**config.mk**
```make
export PLATFORM = sky130hd
export DESIGN_NAME = result_demux
export DESIGN_NICKNAME = d
export VERILOG_FILES = /design/src/rtl/result_demux.sv
export SDC_FILE = /design/constraint.sdc
export NUM_CORES = 1
export LEC_CHECK = 0
export ABC_AREA = 1
export CORE_MARGIN = 4
export CORE_UTILIZATION = 40
export CTS_CLUSTER_DIAMETER = 150
export DETAILED_ROUTE_END_ITERATION = 16
export PLACE_DENSITY = 0.74
export SKIP_LAST_GASP = 1
export SLEW_MARGIN = 20
export SYNTH_ARGS = -nofsm -noshare
export SYNTH_HDL_FRONTEND = slang
export SYNTH_SLANG_ARGS = --single-unit
```
**constraint.sdc**
```tcl
create_clock -name clk -period 1.5 [get_ports clk]
set_input_delay 0.3 -clock clk [delete_from_list [all_inputs] [get_ports clk]]
set_output_delay 0.3 -clock clk [all_outputs]
set_load 0.02 [all_outputs]
```
**src/rtl/result_demux.sv**
```systemverilog
// result_demux: steers one result stream to one of two sinks. Each sink has a
// one-entry registered holding slot with a valid/ready handshake. Each sink
// also has a saturating debug counter of completed transfers.
module result_demux #(
    parameter int DATA_W = 32,
    parameter int TAG_W  = 5,
    parameter int CNT_W  = 16
) (
    input  logic              clk,
    input  logic              rst,
    input  logic              in_valid,
    output logic              in_ready,
    input  logic              in_sel,
    input  logic [DATA_W-1:0] in_data,
    input  logic [TAG_W-1:0]  in_tag,
    output logic              out0_valid,
    input  logic              out0_ready,
    output logic [DATA_W-1:0] out0_data,
    output logic [TAG_W-1:0]  out0_tag,
    output logic              out1_valid,
    input  logic              out1_ready,
    output logic [DATA_W-1:0] out1_data,
    output logic [TAG_W-1:0]  out1_tag,
    output logic [CNT_W-1:0]  cnt0,
    output logic [CNT_W-1:0]  cnt1
);

    typedef enum logic {
        SLOT_EMPTY = 1'b0,
        SLOT_FULL  = 1'b1
    } slot_state_e;

    localparam logic [CNT_W-1:0] CNT_MAX = '1;

    slot_state_e       slot0_q, slot0_d;
    slot_state_e       slot1_q, slot1_d;
    logic [DATA_W-1:0] data0_q, data0_d;
    logic [DATA_W-1:0] data1_q, data1_d;
    logic [TAG_W-1:0]  tag0_q,  tag0_d;
    logic [TAG_W-1:0]  tag1_q,  tag1_d;
    logic [CNT_W-1:0]  cnt0_q,  cnt0_d;
    logic [CNT_W-1:0]  cnt1_q,  cnt1_d;

    logic sel_free;
    logic accept0, accept1;
    logic drain0, drain1;

    // Input handshake: only the selected slot decides whether the beat can enter.
    always_comb begin
        // NOTE: combinational blocks use blocking assignments and give every output a default first, so no latch is inferred.
        sel_free = 1'b0;
        if (in_sel) begin
            sel_free = (slot1_q == SLOT_EMPTY) || out1_ready;
        end else begin
            sel_free = (slot0_q == SLOT_EMPTY) || out0_ready;
        end
        in_ready = !rst && sel_free;
        // An unknown in_sel while in_valid=0 still yields no accept, as in_valid gates both.
        accept0  = in_valid && in_ready && !in_sel;
        accept1  = in_valid && in_ready &&  in_sel;
        drain0   = (slot0_q == SLOT_FULL) && out0_ready;
        drain1   = (slot1_q == SLOT_FULL) && out1_ready;
    end

    // Slot and counter next state: a same-cycle drain and load keeps the slot full with new data.
    always_comb begin
        slot0_d = slot0_q;
        slot1_d = slot1_q;
        data0_d = data0_q;
        data1_d = data1_q;
        tag0_d  = tag0_q;
        tag1_d  = tag1_q;
        cnt0_d  = cnt0_q;
        cnt1_d  = cnt1_q;

        if (accept0) begin
            slot0_d = SLOT_FULL;
            data0_d = in_data;
            tag0_d  = in_tag;
        end else if (drain0) begin
            slot0_d = SLOT_EMPTY;
        end

        if (accept1) begin
            slot1_d = SLOT_FULL;
            data1_d = in_data;
            tag1_d  = in_tag;
        end else if (drain1) begin
            slot1_d = SLOT_EMPTY;
        end

        if (drain0 && (cnt0_q != CNT_MAX)) cnt0_d = cnt0_q + CNT_W'(1);
        if (drain1 && (cnt1_q != CNT_MAX)) cnt1_d = cnt1_q + CNT_W'(1);
    end

    // State registers; reset discards held beats and clears counters before any handshake counts.
    always_ff @(posedge clk) begin
        // NOTE: sequential state uses non-blocking assignments so every register samples pre-edge values.
        if (rst) begin
            slot0_q <= SLOT_EMPTY;
            slot1_q <= SLOT_EMPTY;
            data0_q <= '0;
            data1_q <= '0;
            tag0_q  <= '0;
            tag1_q  <= '0;
            cnt0_q  <= '0;
            cnt1_q  <= '0;
        end else begin
            slot0_q <= slot0_d;
            slot1_q <= slot1_d;
            data0_q <= data0_d;
            data1_q <= data1_d;
            tag0_q  <= tag0_d;
            tag1_q  <= tag1_d;
            cnt0_q  <= cnt0_d;
            cnt1_q  <= cnt1_d;
        end
    end

    assign out0_valid = (slot0_q == SLOT_FULL);
    assign out1_valid = (slot1_q == SLOT_FULL);
    assign out0_data  = data0_q;
    assign out1_data  = data1_q;
    assign out0_tag   = tag0_q;
    assign out1_tag   = tag1_q;
    assign cnt0       = cnt0_q;
    assign cnt1       = cnt1_q;

endmodule

```
# Word-level counts from Yosys, hierarchy flattened
# Index checks and enable logic that the tools add are counted.
dict set report word_totals {
  register_bits 108
  in_bits 43
  output_inout_bits 109
  elab_cells 33
}
dict set report op_classes {
  add_sub_neg 2
  eq_ne 2
  n_mux 5
  bitwise 2
  n_reduce_logical 14
}
# op count
set op_table {}
lappend op_table {{adder 16 x 1 -> 16 bit, second input constant} 2}
lappend op_table {{!= test 16 bit, second input constant} 2}
lappend op_table {{logical AND 1 bit} 8}
lappend op_table {{2-to-1 mux 1 bit} 5}
lappend op_table {{nonzero test 2 bit} 2}
lappend op_table {{logical NOT 1 bit} 2}
lappend op_table {{logical OR 1 bit} 2}
lappend op_table {{inverter 1 bit} 2}

# Logic depth before layout (Yosys ltp)
dict set report depth {
  ltp_word 7
  mapped_depth 10
}

# Worst setup path before layout
# No wires, ideal clock.
dict set report synth_path {
  path_kind {register -> register}
  startpoint {reg cnt1_q[0], in the netlist cnt1[0]}
  endpoint {reg cnt1_q[1], in the netlist cnt1[1]}
  setup_ns 0.116
  arrival_time_ns 1.511
  t_required_ns 1.384
  setup_slack_ns -0.127
  stages_incl_launch_ff 10
  cell_sequence {dfxtp_1 ha_1 nand2_1 nor2_2 nand2_2 nor2_2 nor2_4 buf_6 nor2_1 nor2_1}
}
dict set report synth_between {
  elab_chain_len 2
  elab_cells_between_ends 3
}
# element line
set synth_lines {}
lappend synth_lines {{start, declared} 42} ;# logic [CNT_W-1:0] cnt1_q, cnt1_d;
lappend synth_lines {{start signal, assigned} 116} ;# cnt1_q <= cnt1_d;
lappend synth_lines {{branches (longest 2 deep; another with adder 16 x 1 -> 16 bit)} n/a}
# Several ways; the timed one is not identified.
# A chain may end at the register's enable or synchronous reset.

# Worst setup path in the final report
dict set report layout_path {
  startpoint {reg slot0_q, in the netlist out0_valid}
  endpoint {reg data0_q[16], in the netlist out0_data[16]}
}
dict set report layout_between {
  elab_chain_len 6
}
# element line
set layout_lines {}
lappend layout_lines {{start, declared} 35} ;# slot_state_e slot0_q, slot0_d;
lappend layout_lines {{start signal, assigned} 109} ;# slot0_q <= slot0_d;
lappend layout_lines {{inverter 1 bit} 55} ;# sel_free = (slot0_q == SLOT_EMPTY) || out0_ready;
lappend layout_lines {{logical OR 1 bit} 55}
lappend layout_lines {{2-to-1 mux 1 bit} 52} ;# if (in_sel) begin
lappend layout_lines {{logical AND 1 bit} 57} ;# in_ready = !rst && sel_free;
lappend layout_lines {{logical AND 1 bit (2 in a row)} 59} ;# accept0 = in_valid && in_ready && !in_sel;
lappend layout_lines {{end signal, assigned} 111} ;# data0_q <= data0_d;
lappend layout_lines {{end, declared} 37} ;# logic [DATA_W-1:0] data0_q, data0_d;
# No other way between the ends.

==> out/metrics.csv <==
stage,metric,value,unit
placed_design,GPL Wtd Cong,0.840,
timing,RSZ-0062 raised after global routing,true,
clock_network,Worst-Skew Late Latency,0.35,ns
power,Peak VDD IR,0.836,mV
placed_design,dpl hpwl,10.4,mm
power,Sw Share,0.262,
worst_setup_path,startpoint types,flip-flop,
timing,final worst-path cycle share,1.07,
cells_and_area,Final #Nets,895,
run_status,status,"complete, but fails checks",
synth,Synth cell types,25,
power,clock group share of total power,0.374,
timing,Hold WS,0.403,ns
clock_network,CTS sink cnt,108,
synth,syn nets,679,
detailed_routing,DR DRC count,0,
clock_network,CTS tree,done,
clock_network,Root Driver,clkbuf_16,
worst_setup_path,Max Fanout on Critical Path,5,
global_route,largest net degree at the start of global routing,61,
global_route,first-pass GRT wire length,25.7,mm
power,total power per unit cell area,805,mW/mm2
timing,fin crit period,1.60,ns
floorplanning,core footprint,0.0114,mm2
floorplanning,Placement Rows,39,
timing,Post-Route Skew,0.00430,ns
timing,Final Hold Fails,0,
floorplanning,Initial Util,0.409,
synth,Post-Syn Area,0.00467,mm2
synth,Post-Syn Area per Cell,7.37,um2
timing,Worst Max-Slew Pin Slew,0.838,ns
floorplanning,Die Area,0.0135,mm2
detailed_routing,First-pass DRT Iterations,4,
clock_network,number of CTS-inserted buffers,9,
synth,Synth Instances,634,
synth,Area contributors post-synth,"dfxtp_1, nand2_1, nor2_1, a21oi_1, nand4_1",
power,Tot Pwr,6.41,mW
worst_setup_path,Arrival @ worst endpoint,1.84,ns
floorplanning,Die X,116,um
synth,Synth top area share,0.463,
timing,fmax,625,MHz
timing,final setup violation count,53,
clock_network,CTS hold repair buffers,0,
power,Combinational Power Share,0.155,
synth,Synth area leader,dfxtp_1,
timing,Final Max Slew Viols,0,
timing,setup ws final,-0.0991,ns
floorplanning,Die H,116,um
cells_and_area,area delta synth->final,70.5,%
detailed_routing,post-route ant nets,0,
power,leakage,3.52,nW
power,cell-internal power,4.73,mW
global_route,number of global-route vias before repair,5159,
clock_network,clk buf depth,2,
detailed_routing,Detailed Route WL,17.7,mm
placed_design,DP Cell Count,955,
detailed_routing,DR WL/cell,17.8,um
run,max-cap violations,0,
worst_setup_path,"Worst Path Class, Setup",flip-flop to flip-flop,
run_status,failing checks,setup timing,
clock_network,"CTS clk-pin slew, worst paths",0.07,ns
timing,setup TNS,-1.68,ns
detailed_routing,via count,5363,
clock_network,H-tree lvl count,3,
synth,synth warn,0,
global_route,total gr overflow,0,
timing,Slew HR,0.441,
global_route,initial antenna violation count,0,
synth,"flops & latches, synth",108,
global_route,aggregate global-route resource usage,0.246,
detailed_routing,drt via density,5.38,
cells_and_area,ant diodes,0,
worst_setup_path,r2r setup slk,-0.1,ns
placed_design,port buffer count,151,
power,sequential share of power,0.470,
hold_path,worst hold path type,primary input to flip-flop,
cells_and_area,Post-Layout Cell Count,997,
worst_setup_path,Worst EP required,1.74,ns
detailed_routing,DRT iter0 DRCs,351,
cells_and_area,layout cells sized above 1,0.307,
floorplanning,Top Ports,152,
power,switching pwr,1.68,mW
synth,sequential cell area fraction in the yosys report,0.463,
worst_setup_path,Setup crit end kind,flip-flop,
cells in the final DEF (no fill, tap or decap), drive strengths merged, types with 27 or more instances in the layout:
| cell | netlist | final |
|---|---|---|
| clkdlybuf4s50 | 0 | 38 |
| dfxtp | 108 | 108 |
| a21oi | 62 | 62 |
| nand4 | 48 | 48 |
| inv | 26 | 27 |
| o21ai | 41 | 42 |
| nand2 | 143 | 143 |
| nor2 | 128 | 128 |
| dlygate4sd2 | 0 | 107 |
| buf | 24 | 90 |
final cells by class:
cell class                 instances  area (um2)
clock buffer                      11         243
clock inverter                     4        48.8
fill                             897        3450
inverter                          26         108
multi-input combinational        462        2800
sequential                       108        2180
tap                              143         179
timing repair buffer             243        2410
power groups by stage:
stage	clock network, mW	logic, mW	registers [mW]
6_report	2.40	0.997	3.02
5_1_grt	2.55	1.06	3.03
4_1_cts	2.42	0.879	3.00
3_5_place_dp	0	0.818	3.07
3_3_place_gp	0	0.801	3.07
2_1_floorplan	0	0.287	3.18
cells in the mapped netlist (all sizes together):
master,n
nor3,1
o21ai,41
nand4,48
a21oi,62
ha,2
nor2,128
dfxtp,108
nand3b,1
buf,24
xnor2,5
nand3,22
xor2,8
nand2,143
clkbuf,15
inv,26
worst paths after layout:
path	startpoint	end	cells past startpoint
worst max-delay path	out0_valid	out0_data[16]	10
worst min-delay path	out1_ready	out1_valid	4
worst max register to register	out0_valid	out0_data[16]	10
worst min register to register	out1_data[5]	out1_data[5]	2
logic make-up (layout without fill, tap and decap cells):
family	after synthesis	in the layout	synth area share
and+or+nand+nor	343	343	0.319
adders and majority gates	2	2	0.00535
buffers and inverters	65	284	0.0755
xor gates and xnor gates	13	13	0.0244
DFF	108	108	0.463
AOI/OAI and AO/OA	103	104	0.114
routing by layer:
| metal | global-route usage | vias to the layer above | share of wire |
|---|---|---|---|
| met5 | 0 | - | 0 |
| met4 | 0.0874 | 0 | 0.029 |
| met3 | 0.0798 | 43 | 0.072 |
| met2 | 0.418 | 216 | 0.51 |
| met1 | 0.292 | 2575 | 0.39 |
| li1 | - | 2529 | - |
worst max-delay path, cell delays in order, from the launching register on:
cell	delay, ns
dfxtp_2	0.33
inv_4	0.07
nor3_4	0.04
nor2_4	0.14
buf_6	0.13
nand3b_4	0.13
buf_6	0.16
buf_12	0.14
buf_12	0.13
o21ai_2	0.12
nor2_1	0.07
what timing repair did:
item,CTS,global route
endpoints found under the hold margin,0,0
cloned,9,4
pin swaps,6,30
setup buffers,12,4
setup endpoints to repair,209,112
resized for setup,152,177
per-stage QoR:
stage	worst slack [ns]	utilization	area (um2)
after global placement	-0.528	0.583	6660
after global routing	-0.135	0.698	7970
after floorplan	0.0167	-	4680
after CTS	-0.126	0.639	7300
final	-0.0991	0.698	7970
after detailed placement	-0.534	0.583	6660
sequential cells by signal (all words and copies together), names as in the netlist:
| signal | cells |
|---|---|
| cnt0 | 16 |
| cnt1 | 16 |
| out0_data | 32 |
| out0_tag | 5 |
| out0_valid | 1 |
| out1_data | 32 |
| out1_tag | 5 |
| out1_valid | 1 |
Power figures use the tool's default switching activity.
